--- src/rtl/halfband_pkg.sv ---
// Shared definitions for the parametrised 2x halfband interpolator:
// mode encodings, width helpers and the default coefficient set.
package halfband_pkg;

  typedef enum logic [1:0] {
    MODE_FILT   = 2'b00,
    MODE_ZSTUFF = 2'b01,
    MODE_HOLD   = 2'b10
  } hb_mode_e;

  localparam int DEF_DATA_W = 18;
  localparam int DEF_COEF_W = 18;
  localparam int DEF_N_SIDE = 2;

  // k=0 (innermost pair) occupies the low COEF_W bits.
  localparam logic [DEF_N_SIDE*DEF_COEF_W-1:0] DEF_COEFS = {-18'sd9220, 18'sd74920};

  function automatic int clog2(input int v);
    int r;
    r = 0;
    for (int i = 0; i < 31; i++) begin
      if ((1 << i) < v) r = i + 1;
    end
    return r;
  endfunction

  function automatic int acc_width(input int data_w, input int coef_w, input int n_side);
    return data_w + coef_w + 1 + clog2(n_side);
  endfunction

endpackage

--- src/rtl/hb_round_sat.sv ---
// Round-half-up of a fixed-point accumulator by FRAC_W bits, then saturate
// to a signed DATA_W result with a clip flag.
module hb_round_sat
  import halfband_pkg::*;
#(
  parameter int ACC_W  = 38,
  parameter int DATA_W = 18,
  parameter int FRAC_W = 18
) (
  input  logic signed [ACC_W-1:0]  acc,
  output logic signed [DATA_W-1:0] y,
  output logic                     clip
);

  // One guard bit keeps the rounding bias from overflowing the accumulator.
  localparam int EXT_W = ACC_W + 1;
  localparam int R_W   = EXT_W - FRAC_W;
  localparam longint LIM = longint'(1) <<< (DATA_W - 1);
  localparam logic signed [R_W-1:0] MAX_R = R_W'(LIM - 1);
  localparam logic signed [R_W-1:0] MIN_R = R_W'(-LIM);

  function automatic logic signed [R_W-1:0] round_half_up(input logic signed [ACC_W-1:0] a);
    logic signed [EXT_W-1:0] biased;
    biased = EXT_W'(a) + (EXT_W'(1) <<< (FRAC_W - 1));
    return biased[EXT_W-1:FRAC_W];
  endfunction

  // Returns {clip, value}.
  function automatic logic [DATA_W:0] saturate(input logic signed [R_W-1:0] r);
    if (r > MAX_R) return {1'b1, MAX_R[DATA_W-1:0]};
    if (r < MIN_R) return {1'b1, MIN_R[DATA_W-1:0]};
    return {1'b0, r[DATA_W-1:0]};
  endfunction

  logic signed [R_W-1:0] rnd;

  assign rnd       = round_half_up(acc);
  assign {clip, y} = saturate(rnd);

endmodule

--- src/rtl/halfband_interp2_param.sv ---
// 2x halfband interpolator: alternates a pass-through center tap with a
// symmetric FIR phase, with zero-stuff and sample-hold bypass modes.
module halfband_interp2_param
  import halfband_pkg::*;
#(
  parameter int DATA_W = DEF_DATA_W,
  parameter int COEF_W = DEF_COEF_W,
  parameter int N_SIDE = DEF_N_SIDE,
  parameter logic [N_SIDE*COEF_W-1:0] COEFS = DEF_COEFS
) (
  input  logic                     clk,
  input  logic                     reset,
  input  logic                     in_en,
  input  logic                     out_en,
  input  logic [1:0]               mode,
  input  logic signed [DATA_W-1:0] x_in,
  output logic signed [DATA_W-1:0] y,
  output logic                     y_valid,
  output logic                     sat
);

  localparam int ACC_W  = acc_width(DATA_W, COEF_W, N_SIDE);
  localparam int PROD_W = DATA_W + 1 + COEF_W;
  localparam int TAPS   = 2 * N_SIDE;

  logic signed [DATA_W-1:0] x_dly [TAPS];
  logic                     ph;
  logic signed [ACC_W-1:0]  prod [N_SIDE];
  logic signed [ACC_W-1:0]  acc_sum;
  logic signed [DATA_W-1:0] fir_y;
  logic                     fir_clip;
  logic signed [DATA_W-1:0] y_next;
  logic                     sat_next;
  logic                     center;
  logic                     strobe;

  // Symmetric pre-add and multiply per coefficient pair, full precision.
  for (genvar k = 0; k < N_SIDE; k++) begin : g_tap
    logic signed [COEF_W-1:0] c;
    logic signed [DATA_W:0]   pre;
    logic signed [PROD_W-1:0] mul;

    assign c       = COEFS[k*COEF_W +: COEF_W];
    assign pre     = {x_dly[N_SIDE-1-k][DATA_W-1], x_dly[N_SIDE-1-k]}
                   + {x_dly[N_SIDE+k][DATA_W-1], x_dly[N_SIDE+k]};
    assign mul     = PROD_W'(pre) * PROD_W'(c);
    assign prod[k] = ACC_W'(mul);
  end

  always_comb begin
    acc_sum = '0;
    for (int k = 0; k < N_SIDE; k++) acc_sum = acc_sum + prod[k];
  end

  hb_round_sat #(
    .ACC_W  (ACC_W),
    .DATA_W (DATA_W),
    .FRAC_W (COEF_W)
  ) u_round_sat (
    .acc  (acc_sum),
    .y    (fir_y),
    .clip (fir_clip)
  );

  // An in_en always lands on the center phase; otherwise ph=1 selects FIR.
  assign strobe = in_en | out_en;
  assign center = in_en | ~ph;

  always_comb begin
    y_next   = y;
    sat_next = 1'b0;
    case (mode)
      MODE_ZSTUFF: y_next = center ? x_dly[0] : '0;
      MODE_HOLD:   y_next = x_dly[0];
      default: begin
        if (center) begin
          y_next = x_dly[N_SIDE-1] >>> 1;
        end else begin
          y_next   = fir_y;
          sat_next = fir_clip;
        end
      end
    endcase
  end

  // Stage boundary: delay line, phase and registered output.
  always_ff @(posedge clk) begin
    if (reset) begin
      for (int i = 0; i < TAPS; i++) x_dly[i] <= '0;
      y       <= '0;
      y_valid <= 1'b0;
      sat     <= 1'b0;
      ph      <= 1'b0;
    end else begin
      if (in_en) begin
        x_dly[0] <= x_in;
        for (int i = 1; i < TAPS; i++) x_dly[i] <= x_dly[i-1];
      end
      y_valid <= strobe;
      sat     <= strobe & sat_next;
      if (strobe) begin
        y  <= y_next;
        ph <= in_en ? 1'b1 : ~ph;
      end
    end
  end

endmodule

--- config.mk ---
export PLATFORM = sky130hd
export DESIGN_NAME = halfband_interp2_param
export DESIGN_NICKNAME = d
export VERILOG_FILES = /design/src/rtl/halfband_pkg.sv /design/src/rtl/hb_round_sat.sv /design/src/rtl/halfband_interp2_param.sv
export SDC_FILE = /design/constraint.sdc
export NUM_CORES = 1
export LEC_CHECK = 0
export CAP_MARGIN = 25
export CELL_PAD_IN_SITES_DETAIL_PLACEMENT = 1
export CELL_PAD_IN_SITES_GLOBAL_PLACEMENT = 2
export CORE_MARGIN = 8
export CORE_UTILIZATION = 46
export CTS_CLUSTER_SIZE = 8
export DETAILED_ROUTE_END_ITERATION = 8
export HOLD_SLACK_MARGIN = 0.03
export MAX_ROUTING_LAYER = met4
export PLACE_DENSITY_LB_ADDON = 0.1
export SKIP_CTS_REPAIR_TIMING = 1
export SYNTH_ARGS = -nofsm -noshare
export SYNTH_HDL_FRONTEND = slang
export SYNTH_SLANG_ARGS = --single-unit
--- constraint.sdc ---
create_clock -name clk -period 17.6 [get_ports clk]
set_input_delay 2.64 -clock clk [delete_from_list [all_inputs] [get_ports clk]]
set_output_delay 2.64 -clock clk [all_outputs]
set_load 0.005 [all_outputs]
==> After elaboration in Yosys (flattened, before gate mapping) <==
Memories as Yosys holds them, arrays and structs flattened.
Index checks and enable logic that the tools add are counted.
{ "word_totals": {"reg_bits": 21, "ram_bits": 72, "inputBits": 24, "elab_cells": 46, "n_memories": 1} }
{ "classes": {"addsub": 4, "n_mul": 2, "order_cmp": 2, "eq_ne": 2, "n_mux": 22, "bitwise_logic": 8, "n_reduce_logical": 1} }
{ "memory_table": {"columns": ["name", "depth", "word_bits", "read_ports", "rd_ports_with_merged_regs", "write_ports", "line_no", "source"], "rows": [
  ["x_dly", 4, 18, 4, 0, 4, "halfband_interp2_param.sv:26", "logic signed [DATA_W-1:0] x_dly [TAPS];"]
]} }
{ "ops": {"columns": ["op", "n"], "rows": [
  ["$mux W18", 6],
  ["$mux W19", 4],
  ["$add A38 B19 Y39 const B", 1],
  ["$add A18 B18 Y19", 2],
  ["$add A37 B34 Y38", 1],
  ["$pmux W18 S2", 1],
  ["$mul A19 B15 Y34 const B", 1],
  ["$mul A19 B13 Y32 const B", 1],
  ["$gt A21 B18 Y1 const B", 1],
  ["$lt A21 B18 Y1 const B", 1],
  ["$mux W1", 11],
  ["$or A1 B1 Y1", 6],
  ["$eq A2 B1 Y1 const B", 1],
  ["$eq A2 B2 Y1 const B", 1],
  ["$reduce_or A2 Y1", 1],
  ["$and A1 B1 Y1", 1],
  ["$not A1 Y1", 1]
]} }

==> Depth between registers and ports, before layout <==
An unclocked memory read counts as a cell.
{ "depth": {"ltp_word": 13, "depth_mapped": 46, "depth_no_buf": 44} }

==> Hierarchy <==
From an unflattened synthesis, not the netlist that was laid out.
{ "unflattened": {"hier_cells": 2005, "area_unflattened_um2": 18604.1} }
{ "by_module_without_submodules": {"columns": ["mod", "instances", "cells_per_inst", "area_each_um2", "seq_area_each_um2"], "rows": [
  ["halfband_interp2_param", 1, 1878, 17792.1, 2582.5],
  ["hb_round_sat", 1, 127, 812.0, 0.0]
]} }

==> Worst setup path after synthesis <==
No wires, ideal clock.
{ "synth_path": {"path_kind": "reg-to-reg", "from": "memory x_dly[0][0]", "to": "register y[11]", "setup_ps": 150, "t_arrival_ps": 10007, "required_time_ps": 17450, "setup_slack_ps": 7443, "path_stages_with_launch": 42, "period_less_slack_ps": 10157, "path_cell_list": "edfxtp_1 -> ha_1 -> fa_1 -> a21o_1 -> a21oi_1 -> nor2b_1 -> o21a_1 -> nor2_1 -> xor2_1 -> inv_1 -> fa_1 -> fa_1 -> inv_1 -> fa_1 -> inv_1 -> ha_1 -> inv_1 -> fa_1 -> [... 6 more ...] -> o21ai_1 -> o21ba_2 -> a21oi_1 -> o41ai_1 -> o21ai_1 -> nand3_1 -> nand2_1 -> xor2_1 -> ha_1 -> ha_1 -> a21o_1 -> a21oi_1 -> o21ai_0 -> a311o_1 -> o21ai_1 -> nor2_1 -> nor3_2 -> a311oi_1"} }
{ "synth_rtl": {"columns": ["item", "line_no", "source"], "rows": [
  ["start: declaration", "halfband_interp2_param.sv:26", null],
  ["end signal: assignment", "halfband_interp2_param.sv:102", "y <= y_next;"],
  ["end: declaration", "halfband_interp2_param.sv:17", "output logic signed [DATA_W-1:0] y,"]
]} }

==> impl_results.md <==
* Post-route DRC at 0
* Sequential element share of the synthesized area at roughly 15%
* Num CTS Buffers at 9
* Post-DP Area at roughly 0.018 mm^2
* Slew margin rel. at approximately a third
* Post-synth top area share at 24.2%
* Max-cap violations at 0
* Synth Flop Type: edfxtp_1
* CP startpoint: x_dly[0][1]
* Warnings from Yosys at 0
* RSZ-0062 raised after global routing: false
* DP HPWL at around 38 mm
* Worst path slowest cell: xnor2_1
* Post-route setup TNS at 0 ps
* Starting Density at a little under half
* Critical Path End Type: flip-flop
* CTS root buffer: clkbuf_16
* CP startpoint kind: flip-flop
* GP Congestion at around 0.86
* Worst-Skew Late Latency at 350 ps
* DRT Wirelength at 43.8 mm
* CTS Buffer Depth at 2
* Die width at 210 um
* Minimum clock period at about 12000 ps
* Final Setup Violations at 0
* Top cells by count, synth: 335 x ha_1, 326 x inv_1, 209 x fa_1
* Fin. max-slew vios at 0
* Fin. Hold Viols at 0
* First-pass GRT wire length at between 70 and 80 mm
* Fmax at 0.0816 GHz
* Initial antenna violation count at 0
* Htree depth at 3
* Hold path startpoint: y[17]
* Count leader, synth: ha_1
* Largest net degree at the start of global routing at 73
* Critical path fanouts, max at 10
* Place WS at between 5000 and 6000 ps
* Syn_area_per_cell at 9.78 um^2
* Synth cell types at approximately 70
* Worst Path Class, Setup: flip-flop to flip-flop
* Ports at 44
* Routed Antenna Nets at 0
* Worst R2R Start: x_dly[0][1]
* Worst min path class: flip-flop to flip-flop
* Asr flop ratio synth at 0%
* CORE AREA at around 0.037 mm^2
* Starting DRT DRC Count at around 620
* # clock sinks at between 90 and 100
* Final worst-path cycle share at 69.6%
* Worst EP arrival at 12430 ps
* Reg clk slew, reported paths at ~80 ps
* Final #Nets at 2386
* Die ar. at between 0.04 and 0.05 mm^2
* Post-synth EDFFs at just over 70
* Die H at 210 um
* WL/cell at between 15 and 20 um
* Synthesized Nets at between 2000 and 2500
* Vias in the first global route at about 14000
* Rows at 71
* Area grow syn2layout at 8.48%
* GR Overflow Total at 0
* GRT Total Usage at a little over a fifth
* Via-per-instance ratio at ~5.3
* TritonCTS clock tree: done
* PortBufs at 43
* Required time worst endpoint at around 18000 ps
* Slowest stage delay, CP at 760 ps
* Syn Inst Count at ~1800
* Status: complete, no violations
* TritonRoute pass-1 iters at 5
* Ranking of synthesized cells by area: ha_1 24%, fa_1 24%, edfxtp_1 12%
* Via count at approximately 12000
* Antenna diodes at 0
* Layout cells sized above 1 at 3.51%
* Measured slew at the worst slew-check pin at 1000 ps
* Area leader, netlist: ha_1
* Synth Cell Area at about 0.017 mm^2
* Fin area at ~0.019 mm^2
* FF+latch count, synth at a little over 90
* Post-route setup slack at 5350 ps
* Worst Clk Skew at roughly 14 ps
-- cell type report --
class,instances,area (um^2)
tap,511,639
fill,4232,18600
clock inverter,7,63.8
timing repair buffer,66,643
multi-input combinational,1322,13400
inverter,326,1220
clock buffer,9,225
sequential,93,2580
-- final timing paths --
kind	to	slack, ps	cells after the start
min reg2reg	y[17]	510	2
max	y[3]	5350	41
min	y[17]	510	2
max reg2reg	y[3]	5350	41
-- kinds of logic (layout without fill, tap and decap cells) --
kind of cell	after synthesis	in the layout	share of synthesized area, %
AOI/OAI and AO/OA	292	292	11.5
xor gates and xnor gates	131	131	6.67
adders and majority gates	544	544	48.4
buffers and inverters	354	408	7.74
DFF	93	93	14.9
muxes	10	10	0.622
and+or+nand+nor	345	345	10.1
-- flip-flops by register name, indices dropped and copies added (netlist names) --
register and flops:
x_dly 72, y 18, ph 1, sat 1, y_valid 1
-- metal layers --
metal  wire [um]  vias to the layer above  global-route usage, %
met2       21300                      122                   35.3
met4         578                        0                   2.84
met5           0                        -                      -
met1       21100                     6256                   28.8
li1            -                     6008                      -
met3         903                       26                   1.81
-- through the flow --
stage	hold slack (ps)	utilization [%]	cells
finish	511	50.2	2334
global route	548	50.2	2334
CTS	517	50.0	2330
detailed placement	501	49.3	2314
global placement	486	49.2	2313
floorplan	484	-	1769
-- placed cells by master, fill, tap and decap left out, types with 5 or more instances in the layout --
cell type          n
or3_1             10
o21ai_1            6
a22oi_1            6
buf_4             20
dfxtp_1           21
o211ai_1           7
nor2b_1           16
and3_1             6
nand2b_1          12
o21bai_1           8
nand3_1           24
o21ai_0           44
a311oi_1           7
nor2_1            90
nand2_1           62
a21oi_1           75
nand4_1            8
inv_1            326
a211oi_1           5
mux2_2             6
a311o_1           11
nor3_1            16
clkdlybuf4s50_1   43
fa_1             209
edfxtp_1          72
clkbuf_16          9
and2_1            80
xnor2_1           92
a31oi_1           15
a21o_1            48
xor2_1            38
ha_1             335
o21a_1            16
-- worst max-delay path, delay by kind of cell, from the launching register on --
kind	cells	cell delay, ps
buffers and inverters	3	470
xor gates and xnor gates	2	1080
AOI/OAI and AO/OA	18	4380
DFF	1	470
adders and majority gates	10	4250
and+or+nand+nor	8	1440
Power is not shown: default switching activity piles up to over one toggle a cycle in this logic, so the estimate is an artifact.
==> edit 1, RTL diff (same settings) <==
The output `y_valid` loses its register stage (`y_valid` becomes a continuous assignment).
--- a/src/rtl/halfband_interp2_param.sv
+++ b/src/rtl/halfband_interp2_param.sv
@@ -88,7 +88,6 @@
     if (reset) begin
       for (int i = 0; i < TAPS; i++) x_dly[i] <= '0;
       y       <= '0;
-      y_valid <= 1'b0;
       sat     <= 1'b0;
       ph      <= 1'b0;
     end else begin
@@ -96,7 +95,6 @@
         x_dly[0] <= x_in;
         for (int i = 1; i < TAPS; i++) x_dly[i] <= x_dly[i-1];
       end
-      y_valid <= strobe;
       sat     <= strobe & sat_next;
       if (strobe) begin
         y  <= y_next;
@@ -105,5 +103,7 @@
     end
   end
 
+  assign y_valid = strobe;
+
 endmodule
 
Behaviour: not the same (a bounded check fails within 4 cycles, from zero or initial values and one cycle with reset high).
==> edit 1 against the unedited design <==
Sequential cell count shrank 1; count of clock-buffer cells in the layout is the same; setup slack gained 430 ps; wire length grew 7.1%; final area grew 2.2%; die area grew 2.4%; synthesized area grew 2.6%.
Power is not shown: default switching activity piles up to over one toggle a cycle in this logic, so the estimate is an artifact.
==> edit 1: results (changes against the unedited design) <==
* Routed wl met2 at 23200 µm (was 21300 µm)
* Worst R2R Setup Slack at 5770 ps (was 5350 ps)
* Initial drt markers at 559 (was 624)
* Met1 usage at 29.5% (was 28.8%)
* Cell Area, Placed at 18900 µm² (was 18400 µm²)
* Number of diodes at 0 (unchanged)
* Gr usage total at 22.1% (was 21.2%)
* Sequential standard cell area at 2560 µm² (was 2580 µm²)
* DP HPWL at 40600 µm (was 38200 µm)
* Vias per inst at 5.39 (was 5.32)
* Hold slack final at 502 ps (was 511 ps)
* CP max FO at 12 (was 10)
* RePlAce Congestion at 0.907 (was 0.862)
* # fillers at 4451 (was 4232)
* Met2 usage at 37.8% (was 35.3%)
* Hold Crit Class: reg -> reg (unchanged)
* Clock slew at reported path FFs at 80 ps (about the same)
* Pre-CTS setup slack at 5930 ps (was 5420 ps)
* Post-synthesis sequential area ratio at 14.4% (was 14.9%)
* Max incr delay on CP at 630 ps (was 760 ps)
* Syn Area/Cell at 9.73 µm² (was 9.78 µm²)
* WL met1 at 22100 µm (was 21100 µm)
* Outcome: completed (unchanged)
* Post-synth EDFFs at 72 (unchanged)
* Slowest CP cell: xor2_1 (was xnor2_1)
* Commonest cells in the synthesized netlist: 335 x ha_1, 334 x inv_1, 209 x fa_1 (was 335 x ha_1, 326 x inv_1, 209 x fa_1)
* Final Skew at 10.2 ps (was 13.5 ps)
* Global-route wire length before repair at 76500 µm (was 72800 µm)
* Met3 wire len at 1160 µm (was 903 µm)
* Port bufs at 43 (unchanged)
* Synth unique cells at 91 (was 69)
* Non-filler cells, final at 2394 (was 2334)
* Final period util at 67.2% (was 69.6%)
* Crit path arrival time at 12080 ps (was 12430 ps)
* Synth area leaders: ha_1 24%, fa_1 24%, edfxtp_1 12% (unchanged)
* Number of global-route vias before repair at 14100 (was 13600)
* Worst-Margin Slew at 1010 ps (was 1000 ps)
* Met3 usage at 1.77% (was 1.81%)
* DRT Wirelength at 46900 µm (was 43800 µm)
* Share of cells above drive strength 1 at 4.53% (was 3.51%)
* Cell family with most CP delay: adder cells (was compound AO/OA/AOI/OAI gates)
edit 1: kinds of logic after synthesis:
logic type | synth area share (%)
adders and majority gates | 47.2
DFF | 14.4
xor gates and xnor gates | 5.91
buffers and inverters | 7.79
muxes | 0.733
and+or+nand+nor | 10.7
AOI/OAI and AO/OA | 13.2
edit 1: path summary, 6_finish.rpt:
kind / startpoint / cells past startpoint / to
max: x_dly[0][0]$_SDFFCE_PN0P_ / 39 / y[2]$_SDFFE_PP0P_
min: y[17]$_SDFFE_PP0P_ / 2 / y[17]$_SDFFE_PP0P_
max reg2reg: x_dly[0][0]$_SDFFCE_PN0P_ / 39 / y[2]$_SDFFE_PP0P_
min reg2reg: y[17]$_SDFFE_PP0P_ / 2 / y[17]$_SDFFE_PP0P_
edit 1: layout make-up:
type | instances | area share, %
multi-input cells | 1368 | 72.1
flip-flops and latches | 92 | 13.4
inverters | 336 | 6.58
well taps | 518 | 3.38
repair buffers | 64 | 3.07
clock buffers | 9 | 1.17
clock inverters | 7 | 0.339
==> edit 2, RTL diff (same flow settings) <==
Without the edit above. Change the package constant `DEF_N_SIDE` from 2 to 4.
--- a/src/rtl/halfband_pkg.sv
+++ b/src/rtl/halfband_pkg.sv
@@ -10,7 +10,7 @@
 
   localparam int DEF_DATA_W = 18;
   localparam int DEF_COEF_W = 18;
-  localparam int DEF_N_SIDE = 2;
+  localparam int DEF_N_SIDE = 4;
 
   // k=0 (innermost pair) occupies the low COEF_W bits.
   localparam logic [DEF_N_SIDE*DEF_COEF_W-1:0] DEF_COEFS = {-18'sd9220, 18'sd74920};
Check against the original RTL: not equivalent (a bounded check fails within 4 cycles, from zero or initial values and one cycle with reset high).
==> edit 2 against the unedited design <==
Critical path depth is 1 lower; synthesized area up 11%; first-iteration DRC count down 5.3%; maximum frequency grew 3.1%; wire length is 17% higher; sequential cell count increased by 36; count of clock-buffer cells in the layout rose by 8; synthesized cell count is 10% higher; setup slack improved by 360 ps; final area grew 12%; via count increased by 13%; critical path type unchanged.
Power is not shown: default switching activity piles up to over one toggle a cycle in this logic, so the estimate is an artifact.
==> edit 2: results (changes against the unedited design) <==
* CTS Buf Count at 17 (was 9)
* Global-route wire length before repair at 83900 µm (was 72800 µm)
* Synth unique cells at 82 (was 69)
* Vias per inst at 5.50 (was 5.32)
* CTS H-tree depth at 4 (was 3)
* DP HPWL at 43700 µm (was 38200 µm)
* Setup TNS at 0 ps (unchanged)
* CP max FO at 18 (was 10)
* Initial drt markers at 591 (was 624)
* Number of diodes at 0 (unchanged)
* Clk_lat worst skew at 430 ps (was 350 ps)
* Worst R2R Setup Slack at 5710 ps (was 5350 ps)
* Cell family with most CP delay: compound AO/OA/AOI/OAI gates (unchanged)
* Nets at 2565 (was 2386)
* Top_reg_cell synth: edfxtp_1 (unchanged)
* Gr usage total at 22.7% (was 21.2%)
* Post-synth ARST share at 0% (unchanged)
* Final Skew at 13.4 ps (was 13.5 ps)
* Slowest CP cell: o31ai_4 (was xnor2_1)
* Drt first pass iters at 5 (unchanged)
* Initial antenna violation count at 1 (was 0)
* Post-synth EDFFs at 108 (was 72)
* DRT Wirelength at 51500 µm (was 43800 µm)
* Hold Crit Class: reg -> reg (unchanged)
* Max incr delay on CP at 700 ps (was 760 ps)
* RePlAce Congestion at 0.882 (was 0.862)
* CTS root buffer: clkbuf_16 (unchanged)
* Syn nets at 2511 (was 2337)
* Share of cells above drive strength 1 at 4.50% (was 3.51%)
* Clock slew at reported path FFs at 70 ps
* Port bufs at 43 (unchanged)
* Largest net degree at the start of global routing at 109 (was 73)
* Synth area leaders: ha_1 22%, fa_1 20%, edfxtp_1 17% (was ha_1 24%, fa_1 24%, edfxtp_1 12%)
* Post-synthesis sequential area ratio at 19.0% (was 14.9%)
* Worst r2r dst: y[10]$_SDFFE_PP0P_ (was y[3]$_SDFFE_PP0P_)
* Crit path arrival time at 12210 ps (was 12430 ps)
* Number of global-route vias before repair at 15500 (was 13600)
* Biggest regs: x_dly (108), y (18) (was x_dly (72), y (18))
* Worst-Margin Slew at 1040 ps (was 1000 ps)
* Worst Reg2Reg Path Length in Cells at 40 (was 41)
* Hold endpoint: y[17]$_SDFFE_PP0P_ (unchanged)
* Commonest cells in the synthesized netlist: 341 x ha_1, 316 x inv_1, 193 x fa_1 (was 335 x ha_1, 326 x inv_1, 209 x fa_1)
* Outcome: completed (unchanged)
* CP startpoint: x_dly[5][0]$_SDFFCE_PN0P_ (was x_dly[0][1]$_SDFFCE_PN0P_)
-- edit 2: worst max-delay path by stage --
stage / endpoint / slack (ps)
floorplan: y[12]$_SDFFE_PP0P_ / 7390
detailed placement: y[13]$_SDFFE_PP0P_ / 5800
finish: y[10]$_SDFFE_PP0P_ / 5710
global placement: y[13]$_SDFFE_PP0P_ / 6270
CTS: y[13]$_SDFFE_PP0P_ / 5720
global route: y[13]$_SDFFE_PP0P_ / 4900
-- edit 2: worst min-delay path: cells and delay by family, from the launching register on --
kind,cells,cell delay (ps)
flops,1,320
compound gates,1,50
simple gates,1,100
-- edit 2: area by class of cell --
| class | count | area, µm² |
|---|---|---|
| clock buffers | 17 | 425 |
| multi-input cells | 1472 | 14300 |
| flip-flops and latches | 129 | 3660 |
| repair buffers | 71 | 642 |
| fillers | 4686 | 20600 |
| well taps | 539 | 674 |
| inverters | 316 | 1190 |
| clock inverters | 15 | 165 |
-- edit 2: per-stage QoR --
stage / hold WS, ps / cell area [µm²] / std cells / util [%] / setup slack, ps
5_1_grt: 544 / 21100 / 2559 / 50.5 / 4900
2_1_floorplan: 478 / 19300 / 1953 / - / 7390
3_5_place_dp: 497 / 20400 / 2524 / 49.1 / 5800
6_report: 522 / 21100 / 2559 / 50.5 / 5710
4_1_cts: 515 / 21000 / 2556 / 50.5 / 5720
3_3_place_gp: 485 / 20400 / 2522 / 49.0 / 6270
-- edit 2: routing by layer --
metal / wire length, µm / vias to the layer above / global-route usage [%]
met3: 1370 / 66 / 2.36
met2: 25200 / 210 / 38.8
met1: 23800 / 7026 / 29.0
met4: 1140 / 0 / 5.07
met5: 0 / - / -
li1: - / 6763 / -
-- edit 2: cell families (layout without fill, tap and decap cells) --
family                     count (synthesis)  after routing  synth area share, %
AOI/OAI and AO/OA                        366            366                 13.2
xor gates and xnor gates                 147            147                 6.75
buffers and inverters                    352            419                 6.96
adders and majority gates                534            534                 42.2
and+or+nand+nor                          418            418                 11.5
DFF                                      129            129                 19.0
muxes                                      7              7                0.383
